### src/rtl/uart_rx.sv
// ---------------------------------------------------------------------------
// uart_rx : 8N1 UART receiver, data bits MSB first.
//
// Recovers bytes from an asynchronous serial line that idles high. A frame is
// one low start bit, eight data bits (first one lands in DATA_OUT[7]) and one
// high stop bit, each CLKS_PER_BIT clocks long. Every bit is sampled once, at
// its middle, counted from the detected start edge.
//
// Ports
//   CLK        input   1  system clock, rising edge
//   RST_N      input   1  synchronous reset, active low
//   RX_EN      input   1  receive enable, only looked at while idle
//   RX_IN      input   1  asynchronous serial line
//   DATA_OUT   output  8  last good byte, held until the next good frame
//   VALID      output  1  one-cycle pulse, DATA_OUT just updated
//   FRAME_ERR  output  1  one-cycle pulse, stop bit sampled low
//   BUSY       output  1  high whenever the receiver is not idle
// ---------------------------------------------------------------------------
module uart_rx #(
  parameter int CLKS_PER_BIT = 434,
  parameter int HALF_BIT     = CLKS_PER_BIT / 2
) (
  input  logic       CLK,
  input  logic       RST_N,
  input  logic       RX_EN,
  input  logic       RX_IN,
  output logic [7:0] DATA_OUT,
  output logic       VALID,
  output logic       FRAME_ERR,
  output logic       BUSY
);

  localparam int CW = $clog2(CLKS_PER_BIT);
  typedef logic [CW-1:0] cnt_t;

  localparam cnt_t BIT_LAST  = cnt_t'(CLKS_PER_BIT - 1);
  localparam cnt_t HALF_LAST = cnt_t'(HALF_BIT - 1);

  typedef enum logic [2:0] {
    S_IDLE  = 3'd0,
    S_START = 3'd1,
    S_DATA  = 3'd2,
    S_STOP  = 3'd3,
    S_BREAK = 3'd4
  } state_e;

  logic       rx_meta_q;
  logic       rx_s_q;
  state_e     state_q, state_d;
  cnt_t       cnt_q, cnt_d;
  logic [2:0] idx_q, idx_d;
  logic [7:0] shift_q, shift_d;
  logic [7:0] data_q, data_d;
  logic       valid_q, valid_d;
  logic       ferr_q, ferr_d;
  logic       busy_q, busy_d;

  // Two-flop synchronizer; resets to the idle (high) line level so a reset
  // can never look like a start edge.
  always_ff @(posedge CLK) begin
    if (!RST_N) begin
      rx_meta_q <= 1'b1;
      rx_s_q    <= 1'b1;
    end else begin
      rx_meta_q <= RX_IN;
      rx_s_q    <= rx_meta_q;
    end
  end

  // State, counters and registered outputs.
  always_ff @(posedge CLK) begin
    if (!RST_N) begin
      state_q <= S_IDLE;
      cnt_q   <= '0;
      idx_q   <= 3'd0;
      shift_q <= 8'h00;
      data_q  <= 8'h00;
      valid_q <= 1'b0;
      ferr_q  <= 1'b0;
      busy_q  <= 1'b0;
    end else begin
      state_q <= state_d;
      cnt_q   <= cnt_d;
      idx_q   <= idx_d;
      shift_q <= shift_d;
      data_q  <= data_d;
      valid_q <= valid_d;
      ferr_q  <= ferr_d;
      busy_q  <= busy_d;
    end
  end

  // Next-state and output logic of the frame FSM.
  always_comb begin
    state_d = state_q;
    cnt_d   = cnt_q;
    idx_d   = idx_q;
    shift_d = shift_q;
    data_d  = data_q;
    valid_d = 1'b0;
    ferr_d  = 1'b0;

    case (state_q)
      S_IDLE: begin
        cnt_d = '0;
        idx_d = 3'd0;
        // Level check rather than edge: a line already low when RX_EN rises
        // is treated as a start bit.
        if (RX_EN && !rx_s_q) begin
          state_d = S_START;
        end else begin
          state_d = S_IDLE;
        end
      end

      S_START: begin
        if (cnt_q == HALF_LAST) begin
          cnt_d = '0;
          // Line back high at mid start bit means it was only a glitch.
          if (!rx_s_q) begin
            state_d = S_DATA;
          end else begin
            state_d = S_IDLE;
          end
        end else begin
          cnt_d = cnt_q + cnt_t'(1);
        end
      end

      S_DATA: begin
        if (cnt_q == BIT_LAST) begin
          cnt_d   = '0;
          shift_d = {shift_q[6:0], rx_s_q};
          if (idx_q == 3'd7) begin
            idx_d   = 3'd0;
            state_d = S_STOP;
          end else begin
            idx_d = idx_q + 3'd1;
          end
        end else begin
          cnt_d = cnt_q + cnt_t'(1);
        end
      end

      S_STOP: begin
        if (cnt_q == BIT_LAST) begin
          cnt_d = '0;
          if (rx_s_q) begin
            data_d  = shift_q;
            valid_d = 1'b1;
            state_d = S_IDLE;
          end else begin
            ferr_d  = 1'b1;
            state_d = S_BREAK;
          end
        end else begin
          cnt_d = cnt_q + cnt_t'(1);
        end
      end

      S_BREAK: begin
        // Hold off until the line recovers so a long break flags only once.
        cnt_d = '0;
        if (rx_s_q) begin
          state_d = S_IDLE;
        end else begin
          state_d = S_BREAK;
        end
      end

      default: begin
        state_d = S_IDLE;
        cnt_d   = '0;
        idx_d   = 3'd0;
      end
    endcase

    busy_d = (state_d != S_IDLE);
  end

  assign DATA_OUT  = data_q;
  assign VALID     = valid_q;
  assign FRAME_ERR = ferr_q;
  assign BUSY      = busy_q;

endmodule
### config.mk
export PLATFORM = sky130hd
export DESIGN_NAME = uart_rx
export DESIGN_NICKNAME = d
export VERILOG_FILES = /design/src/rtl/uart_rx.sv
export SDC_FILE = /design/constraint.sdc
export NUM_CORES = 1
export LEC_CHECK = 0
export BUFFER_PORTS_ARGS = -buffer_cell sky130_fd_sc_hd__buf_4
export CORE_UTILIZATION = 56
export DETAILED_ROUTE_END_ITERATION = 8
export PLACE_DENSITY = 0.76
export SYNTH_ARGS = -nofsm -noshare
export SYNTH_HDL_FRONTEND = slang
export SYNTH_SLANG_ARGS = --single-unit
### constraint.sdc
create_clock -name CLK -period 1.9 [get_ports CLK]
set_input_delay 0.38 -clock CLK [delete_from_list [all_inputs] [get_ports CLK]]
set_output_delay 0.38 -clock CLK [all_outputs]
set_load 0.05 [all_outputs]
### Word level (Yosys, flattened, before mapping)

Cells that the tools add are included.

| cells by class | value |
|---|---|
| div/mod/pow operators | 0 |
| reduce and logical (&&, ||, !) cells | 10 |
| bitwise operators | 1 |
| multiply operators | 0 |
| mux-type cells | 16 |
| order comparisons | 0 |
| $add $sub $neg | 2 |
| shift operators | 0 |
| equal/unequal tests | 8 |

Operators with widths:

| operator | number |
|---|---|
| $mux W3 | 7 |
| $mux W9 | 2 |
| $pmux W9 S2 | 1 |
| $pmux W3 S5 | 1 |
| $add A9 B1 Y9 const B | 1 |
| $eq A9 B8 Y1 const B | 1 |
| $eq A9 B9 Y1 const B | 1 |
| $eq A3 B2 Y1 const B | 2 |
| $eq A3 B3 Y1 const B | 2 |
| $pmux W3 S2 | 1 |
| $reduce_and A3 Y1 | 2 |
| $reduce_and A2 Y1 | 2 |
| $add A3 B1 Y3 const B | 1 |
| $eq A3 B1 Y1 const B | 1 |
| $logic_not A3 Y1 | 1 |
| $mux W1 | 3 |
| $reduce_bool A3 Y1 | 1 |
| $reduce_or A3 Y1 | 1 |
| $mux W2 | 1 |
| $ne A2 B2 Y1 const B | 1 |
| $reduce_or A2 Y1 | 1 |
| $logic_and A1 B1 Y1 | 1 |
| $logic_not A1 Y1 | 1 |
| $not A1 Y1 | 1 |

| word-level totals | value |
|---|---|
| memories kept | 0 |
| output and inout bits | 11 |
| bits in latches | 0 |
| register bits | 36 |
| word-level logic and storage cells | 47 |
| RAM bits | 0 |
| memory bits (read-only) | 0 |
| bits of input ports | 4 |

### Longest topological paths before layout

| depth | value |
|---|---|
| depth after elaboration | 5 |
| mapped depth | 7 |

### Worst setup path before layout

Ideal clock, no wire load.

| timing | value |
|---|---|
| kind | register to register |
| start point | reg cnt_q[0] |
| end point | reg idx_q[0] |
| stages on the path, launching flop included | 6 |
| library setup time | 70 ps |
| slack | 401 ps |
| path buffers | 0 |
| data required time | 1,830 ps |
| arrival time | 1,429 ps |
| path through | dfxtp_1 > ha_1 > and4bb_2 > nand4_4 > or3_1 > a21boi_1 |

| on the way | value |
|---|---|
| longest elaborated chain between the ends | 3 |

RTL lines:

| what | line | source |
|---|---|---|
| start, declared | 50 | `cnt_t cnt_q, cnt_d;` |
| start signal, assigned | 83 | `cnt_q <= cnt_d;` |
| $eq A9 B9 Y1 | 131 | `if (cnt_q == BIT_LAST) begin` |
| $ne A2 B2 Y1 (no line) | -- |  |
| $reduce_and A2 Y1 (no line) | -- |  |
| end signal, assigned | 84 | `idx_q <= idx_d;` |
| end, declared | 51 | `logic [2:0] idx_q, idx_d;` |

Every way passes these cells.
A chain may end at the register's enable or synchronous reset.

### Worst setup path in the final report

| timing | value |
|---|---|
| start point | reg cnt_q[0] |
| end point | reg data_q[3] (netlist: DATA_OUT[3]) |

| on the way | value |
|---|---|
| longest elaborated chain between the ends | 2 |

RTL lines:

| what | line | source |
|---|---|---|
| $eq A9 B9 Y1 | 146 | `if (cnt_q == BIT_LAST) begin` |
| $reduce_and A3 Y1 (no line) | -- |  |
| end signal, assigned | 86 | `data_q <= data_d;` |
| end, declared | 53 | `logic [7:0] data_q, data_d;` |

Every way passes these cells.

==> results.json <==
{
  "fp.coreArea_sq_mm": 0.002567,
  "syn_to_final_growth_pct": 12.97,
  "crit_path_end_kind": "flip-flop",
  "rows": 18,
  "seqPwrFrac_pct": 57.8,
  "grt_max_degree": 26,
  "syn_inst": 164,
  "drt-initial-drc-count": 30,
  "antenna_left": 0,
  "clockPowerShare_pct": 39.7,
  "synthArstFlopShare_pct": 0,
  "internal-power_uw": 1049,
  "final.min_clock_period_ns": 1.702,
  "crit_required_ns": 2.14,
  "wl_per_cell_um": 13.55,
  "stdcell_count": 213,
  "power.leakage_uw": 0.0006054,
  "htree_levels": 2,
  "grt_pass1_wl_um": 4457,
  "ys_warn_count": 0,
  "max_cap_violations": 0,
  "setup_violations": 0,
  "fin_tns_setup_ns": 0,
  "dr.pass1.iters": 6,
  "vdd_drop_max_uv": 868.6,
  "cp.buffers_inverters": 1,
  "crit_arrival_ns": 1.94,
  "boundaryPins": 15,
  "period_share_pct": 89.55,
  "synth_flop_cell": "dfxtp_1",
  "slowest_delay_ns": 0.42,
  "synth.avg_cell_area_sq_um": 9.590,
  "wirelength_um": 2886,
  "cts_hold_buf": 0,
  "switchingPower_uw": 268.9,
  "drive_gt1_share_pct": 17.49,
  "p_per_area_mw_per_mm2": 741.6,
  "start_util_pct": 61.26,
  "power_switching_share_pct": 20.41,
  "root_buffer": "clkbuf_4",
  "insertedDiodeCount": 0,
  "hold_class": "primary input to flip-flop",
  "worstPathCellList": "ha_1 -> nand4bb_1 -> nor3_1 -> buf_4 -> mux2i_1 -> nor2b_1",
  "startpoint_type": "flip-flop",
  "overflow": 0,
  "die_w_um": 55.00,
  "fillers": 212,
  "cts_resized": 0,
  "vias_per_cell": 5.554,
  "cts_tree": "done",
  "io_buffer_count": 14,
  "syn-cell-area_sq_mm": 0.001573,
  "crit_type": "flip-flop to flip-flop",
  "drc": 0,
  "die_area_sq_mm": 0.003024,
  "ys_ff_latch": 36,
  "combPwrFrac_pct": 2.5,
  "post-cts-setup-buffer-count": 0,
  "cp_top_family": "simple AND/OR/NAND/NOR gates",
  "nets": 191,
  "clk_pin_slew_ns": 0.11,
  "cts_sinks": 36,
  "status": "completed",
  "path_max_fanout": 9,
  "synth_fp_nets": 173,
  "synth_edf_count": 0,
  "groute.usage.overall_pct": 21.53,
  "yosysUniqueCellTypes": 37,
  "gp_congestion": 0.7721,
  "maxSlewViolCount": 0,
  "clock_latency_ns": 0.34,
  "cts_buffer_depth": 2,
  "slowest_stage": "dfxtp_1",
  "cts_buffers": 5,
  "worstMarginPinSlew_ns": 0.5817,
  "rsz0062_at_grt": "false",
  "grt_pass1_vias": 986,
  "maxSlewHeadroom_pct": 60.93,
  "dieHeight_um": 55.00,
  "skew_ns": 0.01160,
  "hpwl_um": 2005,
  "seq_area_frac_synth_pct": 45.82,
  "antenna_found_initial": 0,
  "max_clock_freq_ghz": 0.5877,
  "hold_violations": 0,
  "num_vias": 1183,
  "placedCellCount": 205
}
## sequential cells by signal (all words and copies together) (netlist names), 3 cells and up
register / cells
cnt_q: 9
shift_q: 8
DATA_OUT: 8
state_q: 3
idx_q: 3
## stage by stage
step | hold slack, ns | setup WS, ns | area (sq um) | total power, uW | utilization (%)
detailed placement | 0.3979 | 0.2219 | 1700 | 811.2 | 66.23
finish | 0.2097 | 0.1985 | 1777 | 1318 | 69.20
CTS | 0.2095 | 0.2055 | 1777 | 1323 | 69.20
floorplan | 0.3863 | 0.4014 | 1573 | 800.9 | -
global placement | 0.3928 | 0.2788 | 1700 | 809.9 | 66.23
global route | 0.1876 | 0.02626 | 1777 | 1364 | 69.20
## final cells by class
cell class                      instances  area, sq um  area share, %
Clock buffer                            6        41.29          2.324
Multi-Input combinational cell        117        803.3          45.21
Timing Repair Buffer                   15        112.6          6.338
Clock inverter                          2        35.03          1.972
Sequential cell                        36        720.7          40.56
Tap cell                               30        37.54          2.113
Inverter                                7        26.28          1.479
## cells in the mapped netlist, types with 2 or more instances
cell	n	area (sq um)
dfxtp_1	36	720.7
xnor2_1	6	52.55
a21oi_1	4	20.02
nor2b_1	8	50.05
nand2_1	20	75.07
o21ai_0	6	30.03
nand4b_1	2	17.52
clkbuf_1	2	7.510
and4bb_2	2	25.02
nor3_1	3	15.01
ha_1	5	62.56
buf_4	2	15.01
and2b_2	2	17.52
nand2b_1	4	25.02
inv_1	7	26.28
a21boi_1	3	22.52
nand3_1	3	15.01
nor2_1	14	52.55
mux2i_1	8	80.08
nand4_1	3	18.77
a21boi_0	8	60.06
## cell usage in the layout, fill, tap and decap left out, types with 2 or more instances in the layout
cell type / netlist / layout
dfxtp_1: 36 / 36
nand2_1: 20 / 20
buf_4: 2 / 15
nor2_1: 14 / 14
a21boi_0: 8 / 8
mux2i_1: 8 / 8
nor2b_1: 8 / 8
inv_1: 7 / 7
xnor2_1: 6 / 6
o21ai_0: 6 / 6
ha_1: 5 / 5
clkbuf_4: 0 / 5
nand2b_1: 4 / 4
a21oi_1: 4 / 4
nand3_1: 3 / 3
nor3_1: 3 / 3
a21boi_1: 3 / 3
nand4_1: 3 / 3
and4bb_2: 2 / 2
and2b_2: 2 / 2
nand4b_1: 2 / 2
## power groups by stage
stage / Sequential [uW] / Clock (uW) / Combinational, uW
after floorplan: 780 / 0 / 21.1
after global placement: 779 / 0 / 30.9
after detailed placement: 779 / 0 / 32.2
after CTS: 762 / 529 / 32.5
after global routing: 763 / 566 / 34.8
final: 762 / 523 / 32.4
## cells by family (layout without fill, tap and decap cells)
logic type | Yosys count | count (layout) | synth area share, %
AND/OR/NAND/NOR | 71 | 71 | 27.05
flip-flops | 36 | 36 | 45.82
AO/OA/AOI/OAI | 26 | 26 | 11.06
buffers and inverters | 11 | 30 | 3.103
multiplexers | 8 | 8 | 5.092
XOR/XNOR | 7 | 7 | 3.898
adder cells (fa/ha/maj) | 5 | 5 | 3.978
## path summary, 6_finish.rpt
path,end,cells past startpoint,from,slack [ns]
hold / removal,rx_meta_q,2,RX_IN,0.21
hold reg to reg,rx_s_q,1,rx_meta_q,0.42
setup reg to reg,DATA_OUT[3],6,cnt_q[0],0.20
setup / recovery,DATA_OUT[3],6,cnt_q[0],0.20
## metal layers
| metal | track usage, % | part of all wire (%) |
|---|---|---|
| met5 | 0 | 0 |
| met4 | 7.500 | 1.3 |
| met3 | 9.016 | 5.2 |
| met2 | 32.53 | 47 |
| met1 | 27.38 | 46 |
Note: power is estimated with default switching activity, not from simulation.
